===== config.mk =====
export PLATFORM = sky130hd
export DESIGN_NAME = stb_axi_wr_engine
export DESIGN_NICKNAME = d
export VERILOG_FILES = /design/src/rtl/stb_wr_pkg.sv /design/src/rtl/stb_outst_tracker.sv /design/src/rtl/stb_axi_wr_engine.sv
export SDC_FILE = /design/constraint.sdc
export NUM_CORES = 1
export LEC_CHECK = 0
export CAP_MARGIN = 20
export CORE_AREA = 2 2 181 183
export CTS_BUF_LIST = sky130_fd_sc_hd__clkbuf_4 sky130_fd_sc_hd__clkbuf_8 sky130_fd_sc_hd__clkbuf_16
export CTS_CLUSTER_DIAMETER = 120
export DETAILED_ROUTE_END_ITERATION = 7
export DIE_AREA = 0 0 183 185
export GPL_TIMING_DRIVEN = 0
export PLACE_DENSITY = 0.7
export SKIP_CTS_REPAIR_TIMING = 1
export SLEW_MARGIN = 20
export SYNTH_ARGS = -nofsm -noshare
export SYNTH_HDL_FRONTEND = slang
export SYNTH_SLANG_ARGS = --single-unit

===== constraint.sdc =====
create_clock -name clk -period 3.1 [get_ports clk]
set_input_delay 0.31 -clock clk [delete_from_list [all_inputs] [get_ports clk]]
set_output_delay 0.31 -clock clk [all_outputs]
set_load 0.03 [all_outputs]

===== src/rtl/stb_wr_pkg.sv =====
// Shared types, AXI constants and decode helpers for the STB AXI write engine.
package stb_wr_pkg;

  typedef logic [2:0] state_t;

  localparam state_t ST_IDLE  = 3'd0;
  localparam state_t ST_AW    = 3'd1;
  localparam state_t ST_WDAT  = 3'd2;
  localparam state_t ST_DRAIN = 3'd3;
  localparam state_t ST_RESP  = 3'd4;

  localparam logic [1:0] BRESP_OKAY   = 2'b00;
  localparam logic [1:0] BRESP_EXOKAY = 2'b01;
  localparam logic [1:0] BRESP_SLVERR = 2'b10;
  localparam logic [1:0] BRESP_DECERR = 2'b11;

  localparam logic [1:0] AXI_BURST_INCR = 2'b01;

  // Burst code 0..3 selects 1/2/4/8 beats.
  function automatic logic [3:0] brst_beats(input logic [1:0] code);
    brst_beats = 4'd1 << code;
  endfunction

  // Number of low byte lanes enabled by a byte-strobe code.
  function automatic int unsigned strb_bytes(input logic [3:0] code,
                                             input int unsigned byte_cnt);
    strb_bytes = (32'(code) + 32'd1) * byte_cnt / 32'd16;
  endfunction

  function automatic logic [3:0] lowest_lane(input logic [15:0] v);
    lowest_lane = '0;
    for (int unsigned i = 16; i > 0; i--) begin
      if (v[i-1]) lowest_lane = 4'(i - 1);
    end
  endfunction

endpackage


===== src/rtl/stb_outst_tracker.sv =====
// Outstanding AW-burst counter with MAX_OUTST stall flag for the STB write engine.
module stb_outst_tracker #(
  parameter int unsigned MAX_OUTST = 4
) (
  input  logic clk,
  input  logic rst_n,
  input  logic aw_hs,
  input  logic b_hs,
  output logic full,
  output logic busy
);

  logic [3:0] outst;
  logic       inc;
  logic       dec;

  assign busy = (outst != '0);
  assign full = (outst == 4'(MAX_OUTST));
  assign inc  = aw_hs;
  // A stray B with nothing outstanding must not underflow the count.
  assign dec  = b_hs && busy;

  always_ff @(posedge clk or negedge rst_n) begin
    if (!rst_n) begin
      outst <= '0;
    end else if (inc && !dec) begin
      outst <= outst + 4'd1;
    end else if (dec && !inc) begin
      outst <= outst - 4'd1;
    end
  end

endmodule


===== src/rtl/stb_axi_wr_engine.sv =====
// STB store engine: streams UR data into per-lane AXI write bursts.
// Optional STB_WR_PERF_EN adds saturating beat and busy-cycle counters.
module stb_axi_wr_engine
  import stb_wr_pkg::*;
#(
  parameter int unsigned ADDR_WIDTH = 32,
  parameter int unsigned DATA_WIDTH = 128,
  parameter int unsigned SMC_COUNT  = 6,
  parameter int unsigned INTLV_STEP = 64,
  parameter int unsigned MAX_OUTST  = 4,
  parameter int unsigned UR_AW      = 11
) (
  input  logic                      clk,
  input  logic                      rst_n,
  input  logic                      stb_u_valid,
  output logic                      stb_u_ready,
  input  logic [SMC_COUNT-1:0]      stb_u_smc_strb,
  input  logic [3:0]                stb_u_byte_strb,
  input  logic [1:0]                stb_u_brst,
  input  logic [ADDR_WIDTH-1:0]     stb_u_gr_base_addr,
  input  logic [UR_AW-1:0]          stb_u_ur_addr,
  output logic                      ur_re,
  output logic [UR_AW-1:0]          ur_addr,
  input  logic [DATA_WIDTH-1:0]     ur_rdata,
  output logic                      awvalid,
  input  logic                      awready,
  output logic [ADDR_WIDTH-1:0]     awaddr,
  output logic [7:0]                awlen,
  output logic [2:0]                awsize,
  output logic [1:0]                awburst,
  output logic                      wvalid,
  input  logic                      wready,
  output logic [DATA_WIDTH-1:0]     wdata,
  output logic [DATA_WIDTH/8-1:0]   wstrb,
  output logic                      wlast,
  input  logic                      bvalid,
  output logic                      bready,
  input  logic [1:0]                bresp,
  output logic                      stb_d_valid,
  input  logic                      stb_d_ready,
  output logic                      stb_d_err,
  output logic [31:0]               perf_beats,
  output logic [31:0]               perf_busy
);

  localparam int unsigned BYTE_CNT = DATA_WIDTH / 8;
  localparam logic [2:0]  AW_SIZE  = 3'($clog2(BYTE_CNT));

  state_t                state;
  logic [SMC_COUNT-1:0]  lanes_q;
  logic [ADDR_WIDTH-1:0] base_q;
  logic [3:0]            beats_q;
  logic [3:0]            beat_cnt;
  logic [UR_AW-1:0]      ur_ptr;
  logic                  rd_pend;
  logic [3:0]            cur_lane;
  logic [BYTE_CNT-1:0]   strb_mask;
  logic                  full;
  logic                  busy;
  logic                  aw_hs;
  logic                  w_hs;
  logic                  b_hs;

  assign stb_u_ready = (state == ST_IDLE);
  assign awvalid     = (state == ST_AW) && !full;
  assign aw_hs       = awvalid && awready;
  assign w_hs        = wvalid && wready;
  assign bready      = busy;
  assign b_hs        = bvalid && bready;

  // lanes_q keeps only lanes not yet issued, so the lowest set bit is the current lane.
  assign cur_lane = lowest_lane(16'(lanes_q));
  assign awaddr   = base_q + ADDR_WIDTH'(32'(cur_lane) * INTLV_STEP);

  always_comb begin
    strb_mask = '0;
    for (int unsigned i = 0; i < BYTE_CNT; i++) begin
      strb_mask[i] = (i < strb_bytes(stb_u_byte_strb, BYTE_CNT));
    end
  end

  stb_outst_tracker #(.MAX_OUTST(MAX_OUTST)) u_outst (
    .clk   (clk),
    .rst_n (rst_n),
    .aw_hs (aw_hs),
    .b_hs  (b_hs),
    .full  (full),
    .busy  (busy)
  );

  always_ff @(posedge clk or negedge rst_n) begin
    if (!rst_n) begin
      state       <= ST_IDLE;
      lanes_q     <= '0;
      base_q      <= '0;
      beats_q     <= '0;
      beat_cnt    <= '0;
      ur_ptr      <= '0;
      ur_re       <= 1'b0;
      ur_addr     <= '0;
      rd_pend     <= 1'b0;
      awlen       <= '0;
      awsize      <= '0;
      awburst     <= '0;
      wvalid      <= 1'b0;
      wdata       <= '0;
      wstrb       <= '0;
      wlast       <= 1'b0;
      stb_d_valid <= 1'b0;
      stb_d_err   <= 1'b0;
    end else begin
      ur_re   <= 1'b0;
      rd_pend <= ur_re;
      if (b_hs && (bresp != BRESP_OKAY)) stb_d_err <= 1'b1;
      case (state)
        ST_IDLE: begin
          if (stb_u_valid) begin
            stb_d_err <= 1'b0;
            lanes_q   <= stb_u_smc_strb;
            base_q    <= stb_u_gr_base_addr;
            beats_q   <= brst_beats(stb_u_brst);
            awlen     <= 8'(brst_beats(stb_u_brst) - 4'd1);
            awsize    <= AW_SIZE;
            awburst   <= AXI_BURST_INCR;
            wstrb     <= strb_mask;
            ur_ptr    <= stb_u_ur_addr;
            if (stb_u_smc_strb == '0) begin
              state       <= ST_RESP;
              stb_d_valid <= 1'b1;
            end else begin
              state <= ST_AW;
            end
          end
        end
        ST_AW: begin
          if (aw_hs) begin
            lanes_q  <= lanes_q & (lanes_q - SMC_COUNT'(1));
            beat_cnt <= '0;
            ur_re    <= 1'b1;
            ur_addr  <= ur_ptr;
            ur_ptr   <= ur_ptr + UR_AW'(1);
            state    <= ST_WDAT;
          end
        end
        ST_WDAT: begin
          // UR data lands one cycle after ur_re and is registered so W stays stable.
          if (rd_pend) begin
            wvalid <= 1'b1;
            wdata  <= ur_rdata;
            wlast  <= (beat_cnt == beats_q - 4'd1);
          end
          if (w_hs) begin
            wvalid   <= 1'b0;
            wlast    <= 1'b0;
            beat_cnt <= beat_cnt + 4'd1;
            if (wlast) begin
              state <= (lanes_q == '0) ? ST_DRAIN : ST_AW;
            end else begin
              ur_re   <= 1'b1;
              ur_addr <= ur_ptr;
              ur_ptr  <= ur_ptr + UR_AW'(1);
            end
          end
        end
        ST_DRAIN: begin
          if (!busy) begin
            state       <= ST_RESP;
            stb_d_valid <= 1'b1;
          end
        end
        ST_RESP: begin
          if (stb_d_ready) begin
            stb_d_valid <= 1'b0;
            state       <= ST_IDLE;
          end
        end
        default: state <= ST_IDLE;
      endcase
    end
  end

`ifdef STB_WR_PERF_EN
  always_ff @(posedge clk or negedge rst_n) begin
    if (!rst_n) begin
      perf_beats <= '0;
      perf_busy  <= '0;
    end else begin
      if (w_hs && (perf_beats != '1)) perf_beats <= perf_beats + 32'd1;
      if ((state != ST_IDLE) && (perf_busy != '1)) perf_busy <= perf_busy + 32'd1;
    end
  end
`else
  assign perf_beats = '0;
  assign perf_busy  = '0;
`endif

endmodule


; ---- After elaboration in Yosys (flattened, before gate mapping)
; Cells that the tools add are included.
[classes]
mux = 48
n_shift = 1
eq_ne = 14
addsub = 9
bitwise_logic = 1
n_lt_le_gt_ge = 16
reduce_logical = 31
[ops]
columns = operator, count
row1 = "4-bit by 28-bit less-than comparator with 1-bit output, first input constant", 7
row2 = "3-bit by 28-bit less-than comparator with 1-bit output, first input constant", 4
row3 = 11-bit two-way mux, 7
row4 = "1-bit by 28-bit less-than comparator with 1-bit output, first input constant", 2
row5 = "2-bit by 28-bit less-than comparator with 1-bit output, first input constant", 2
row6 = 11-bit one-hot mux with 3 select lines, 1
row7 = 32-bit by 10-bit adder with 32-bit output, 1
row8 = 4-bit two-way mux, 8
row9 = 3-bit two-way mux, 9
row10 = 11-bit one-hot mux with 2 select lines, 1
row11 = 3-bit one-hot mux with 5 select lines, 1
row12 = 1-bit two-way mux, 14
row13 = 6-bit zero test, 2
row14 = 6-bit two-way mux, 2
row15 = "2-bit != test, second input constant", 6
row16 = 6-bit one-hot mux with 2 select lines, 1
row17 = "11-bit by 1-bit adder with 11-bit output, second input constant", 1
row18 = 5-bit AND reduction, 2
row19 = 2-bit nonzero test, 5
row20 = "4-bit by 1-bit adder with 4-bit output, second input constant", 2
row21 = 1-bit logical AND, 8
row22 = 4-bit one-hot mux with 2 select lines, 1
row23 = "4-bit by 1-bit subtractor with 4-bit output, second input constant", 2
row24 = 6-bit AND, 1
row25 = other kinds (22), 30
[word_totals]
word_cells = 138
out_inout_bits = 272
reg_bits = 234
inputBits = 192

; ---- Logic depth before layout (Yosys ltp)
[logic_depth]
word_depth = 8
depth_mapped = 10
ltp_nobuf = 10

; ---- By module
; From an unflattened synthesis, not the netlist that was laid out.
[unflattened]
hier_cells = 921
area_unflattened_um2 = 10721.5
[modules_own_cells]
columns = mod, seq_area_each_um2, area_each_um2, instances, cells_each
row1 = stb_axi_wr_engine, 5630.4, 10397.5, 1, 890
row2 = stb_outst_tracker, 100.1, 324.1, 1, 31

; ---- Worst setup path after synthesis
; OpenSTA, ideal clock, no wires.
[synth_timing]
kind = reg2out
start = register lanes_q[2]
end = output awaddr[19]
t_required_ns = 2.790
stages_incl_launch_ff = 8
path_slack_ns = 0.258
arrival_ns = 2.532
n_path_buf = 0
cell_sequence = dfrtp_1 > or4_1 > nor2_1 > ha_1 > and3_2 > o211ai_4 > nor2_1 > xnor2_1
[synth_via]
elab_chain_len = 4
[synth_lines]
columns = item, line_no
row1 = "start, declared", stb_axi_wr_engine.sv:50  ; logic [SMC_COUNT-1:0] lanes_q;
row2 = "start signal, assigned", stb_axi_wr_engine.sv:119  ; lanes_q <= stb_u_smc_strb;
row3 = "start signal, assigned", stb_axi_wr_engine.sv:137  ; lanes_q <= lanes_q & (lanes_q - SMC_COUNT'(1));
row4 = 4-bit two-way mux (3 in series), stb_wr_pkg.sv:33  ; if (v[i-1]) lowest_lane = 4'(i - 1);
row5 = 32-bit by 10-bit adder with 32-bit output, stb_axi_wr_engine.sv:73  ; assign awaddr = base_q + ADDR_WIDTH'(32'(cur_lane) * INTLV_STEP);
row6 = "end, declared", stb_axi_wr_engine.sv:27  ; output logic [ADDR_WIDTH-1:0] awaddr,
; Every way passes these cells.

; ---- Final worst setup path
[layout_timing]
start = register lanes_q[2]
end = output awaddr[25]
; The elaborated chain is that of the path after synthesis.

==> flow_summary_export.csv <==
group,metric,value,unit
sta,slew_headroom,41.9,%
routing,firstDrtPassIters,4,
grt,grt_usage,18.0,%
place,placed_area,15500,µm²
logic_synthesis,async_flop_share,100,%
layout,syn2layout_area_growth,54.1,%
status,violations,"negative setup slack",
floorplan,rows,66,
clocking,worstSkewPairLatency,0.54,ns
sta,fmax,0.307,GHz
logic_synthesis,synth-edff-count,0,
clocking,h-tree-depth,1,
run,cap_violations,0,
power_and_ir_drop,p_leak,7.55,nW
floorplan,io_pins,464,
routing,num_vias,8562,
power_and_ir_drop,swShare,42.7,%
layout,regArea,5730,µm²
place,port_buffers,395,
place,place_congestion,0.828,
power_and_ir_drop,p_sw,0.00761,W
grt,grt_pass1_vias,8334,
critical_path,crit_fanout,9,
clocking,path_clk_slew,0.06,ns
floorplan,core_area,32000,µm²
power_and_ir_drop,ir_worst_vdd,0.489,mV
power_and_ir_drop,p_seq_share,30.0,%
layout,multi_input_area,4510,µm²
floorplan,dieArea,33900,µm²
critical_path,critPathMaxStageDelay,0.59,ns
logic_synthesis,yosysSeqAreaShare,53.3,%
routing,routedWlPerCell,17.4,µm
sta,drv_slew,0,
floorplan,start_util,33.6,%
sta,finalHoldViolCount,0,
status,status,"finished with violations",
logic_synthesis,synth_warnings,0,
grt,grt_max_degree,98,
routing,avgViaCountPerCell,4.60,
layout,final_area,16600,µm²
grt,gr-total-overflow,0,
layout,fin_util,51.7,%
logic_synthesis,ys_ff_latch,229,
clocking,cts.path.max_buffers,3,
sta,rsz0062_at_grt,"true",
layout,nets,1639,
sta,tightest_slew,0.848,ns
sta,fin_skew,0.0226,ns
critical_path,slowest_stage,"or4_4",
floorplan,die_w,183,µm
critical_path,crit_required,2.79,ns
layout,drive_gt1_share,15.7,%
sta,fin_crit_sh,105,%
clocking,cts_buffers,27,
routing,routed_wl,32500,µm
power_and_ir_drop,pwr-share-clk,17.0,%
min_path,hold_path_class,"in2async",
logic_synthesis,synth_cells,931,
routing,ant_nets,0,
logic_synthesis,synth_flop_cell,"dfrtp_1",
grt,antenna_found_initial,4,
critical_path,startpoint_type,"register",
sta,fin_ws,-0.154,ns
floorplan,dieHeight,185,µm
logic_synthesis,syn_area,10800,µm²
sta,setup_violations,12,
routing,drt_iter0_drc,482,
critical_path,r2r_slack,0.37,ns
sta,timing.hold.ws,0.255,ns
critical_path,worst_ep_arrival_time,2.94,ns
critical_path,endpoint_kind,"primary output",
grt,grt_pass1_wl,47700,µm
power_and_ir_drop,combPwrFrac,53.0,%
logic_synthesis,synth.avg_cell_area,11.5,µm²
clocking,tritoncts,"yes",
critical_path,worstSetupPathType,"reg2out",
clocking,cts.sinks,229,
sta,setup_tns,-1.06,ns
place,hpwl,24700,µm
sta,period_needed,3.25,ns
critical_path,cp_cell_sequence,"or4_4, nor2_4, ha_4, and3_4, o211ai_4, buf_12, nor4_4, xor2_1, buf_4",
logic_synthesis,synth.distinct_cells,67,
power_and_ir_drop,p_per_area,1080,nW/µm²
clocking,ctsRootBufferMaster,"clkbuf_16",
layout,fill_cells,2891,
routing,drcViolationCount,0,
power_and_ir_drop,intPower,0.0102,W
per-stage QoR:
| step | worst slack (ns) | cells | power (W) |
|---|---|---|---|
| 2_1_floorplan | 0.258 | 998 | 0.0108 |
| 3_3_place_gp | -8.28 | 1801 | 0.0146 |
| 3_5_place_dp | -0.484 | 1803 | 0.0148 |
| 4_1_cts | -1.08 | 1852 | 0.0179 |
| 5_1_grt | -0.254 | 1861 | 0.0188 |
| 6_report | -0.154 | 1862 | 0.0178 |
cell usage after synthesis, types with 4 or more instances:
master | number | area share, %
xor2_1 | 19 | 1.5
a22o_1 | 7 | 0.57
nand2b_1 | 8 | 0.47
buf_2 | 11 | 0.51
o21ai_0 | 14 | 0.65
a21oi_1 | 16 | 0.74
nor4_1 | 7 | 0.41
buf_4 | 92 | 6.4
a21o_1 | 5 | 0.35
o2bb2ai_1 | 5 | 0.41
nor3_1 | 11 | 0.51
xnor2_1 | 16 | 1.3
mux2_1 | 139 | 15
o31ai_1 | 5 | 0.35
nand3_1 | 21 | 0.98
ha_1 | 12 | 1.4
and2_1 | 4 | 0.23
nand2_1 | 134 | 4.7
inv_1 | 21 | 0.73
nor2_1 | 30 | 1.0
nand3b_1 | 5 | 0.35
clkbuf_1 | 16 | 0.56
dfrtp_1 | 229 | 53
a31oi_1 | 8 | 0.47
nor3_2 | 5 | 0.47
o21ai_1 | 15 | 0.70
and3_1 | 7 | 0.41
o211ai_1 | 10 | 0.70
layer usage:
layer,track usage (%),vias to the layer above,share of wire (%)
met5,0,-,0.12
met4,3.68,6,1.7
met3,4.35,45,7.1
met2,33.3,285,52
met1,21.1,4156,39
li1,-,4070,-
cells by family after synthesis:
logic type	count (synthesis)	synth area share (%)
fa+ha+maj	14	1.77
mux	143	14.9
flops	229	53.3
simple gates	257	11.7
compound gates	107	6.76
xor+xnor	36	3.00
buf+inv	144	8.51
other cells	1	0.0349
placed cells by master (no fill, tap or decap), types with 11 or more instances in the layout:
master	instances
xor2_1	19
clkbuf_16	27
nor2_1	25
nand2_1	134
xnor2_1	16
o21ai_0	14
nand3_1	20
inv_1	21
buf_4	116
dfrtp_1	228
o21ai_1	15
conb_1	68
buf_2	11
clkdlybuf4s50_1	370
mux2_1	139
a21oi_1	15
clkbuf_1	16
registers in the layout, indices dropped and copies added (netlist names), 3 cells and up:
signal,cells
wdata,128
base_q,32
wstrb,16
ur_addr,11
ur_ptr,11
lanes_q,6
awlen,4
beat_cnt,4
u_outst.outst,4
beats_q,3
state,3
power groups by stage:
stage / clock, W / sequential [W] / combinational [W]
after floorplan: 0 / 0.00727 / 0.00353
after global placement: 0 / 0.00533 / 0.00930
after detailed placement: 0 / 0.00538 / 0.00942
after CTS: 0.00311 / 0.00535 / 0.00946
after global routing: 0.00324 / 0.00555 / 0.0100
final: 0.00302 / 0.00535 / 0.00944
layout make-up:
type	instances	share of cell area, %
inverter	22	0.499
sequential	229	34.6
antenna	1	0.0151
timing repair buffer	406	24.4
tap	408	3.08
buffer	122	5.02
clock inverter	14	0.499
multi-input combinational	625	27.2
clock buffer	35	4.63
critical path: cells and delay by family (launching register included):
kind,cells,cell delay (ns)
AOI/OAI and AO/OA,1,0.08
xor gates and xnor gates,1,0.17
adders and majority gates,1,0.17
buffers and inverters,2,0.35
DFF,1,0.41
and+or+nand+nor,4,1.20
final timing paths:
| kind | from | end | cells after the start |
|---|---|---|---|
| setup / recovery | lanes_q[2] | awaddr[25] | 9 |
| hold / removal | rst_n | wdata[9] | 2 |
| setup reg to reg | u_outst.outst[1] | u_outst.outst[3] | 10 |
| hold reg to reg | ur_re | rd_pend | 0 |
| max in group asynchronous | rst_n | lanes_q[1] | 3 |
| min in group clk | stb_u_gr_base_addr[23] | base_q[23] | 3 |
(Power assumes the default switching activity.)
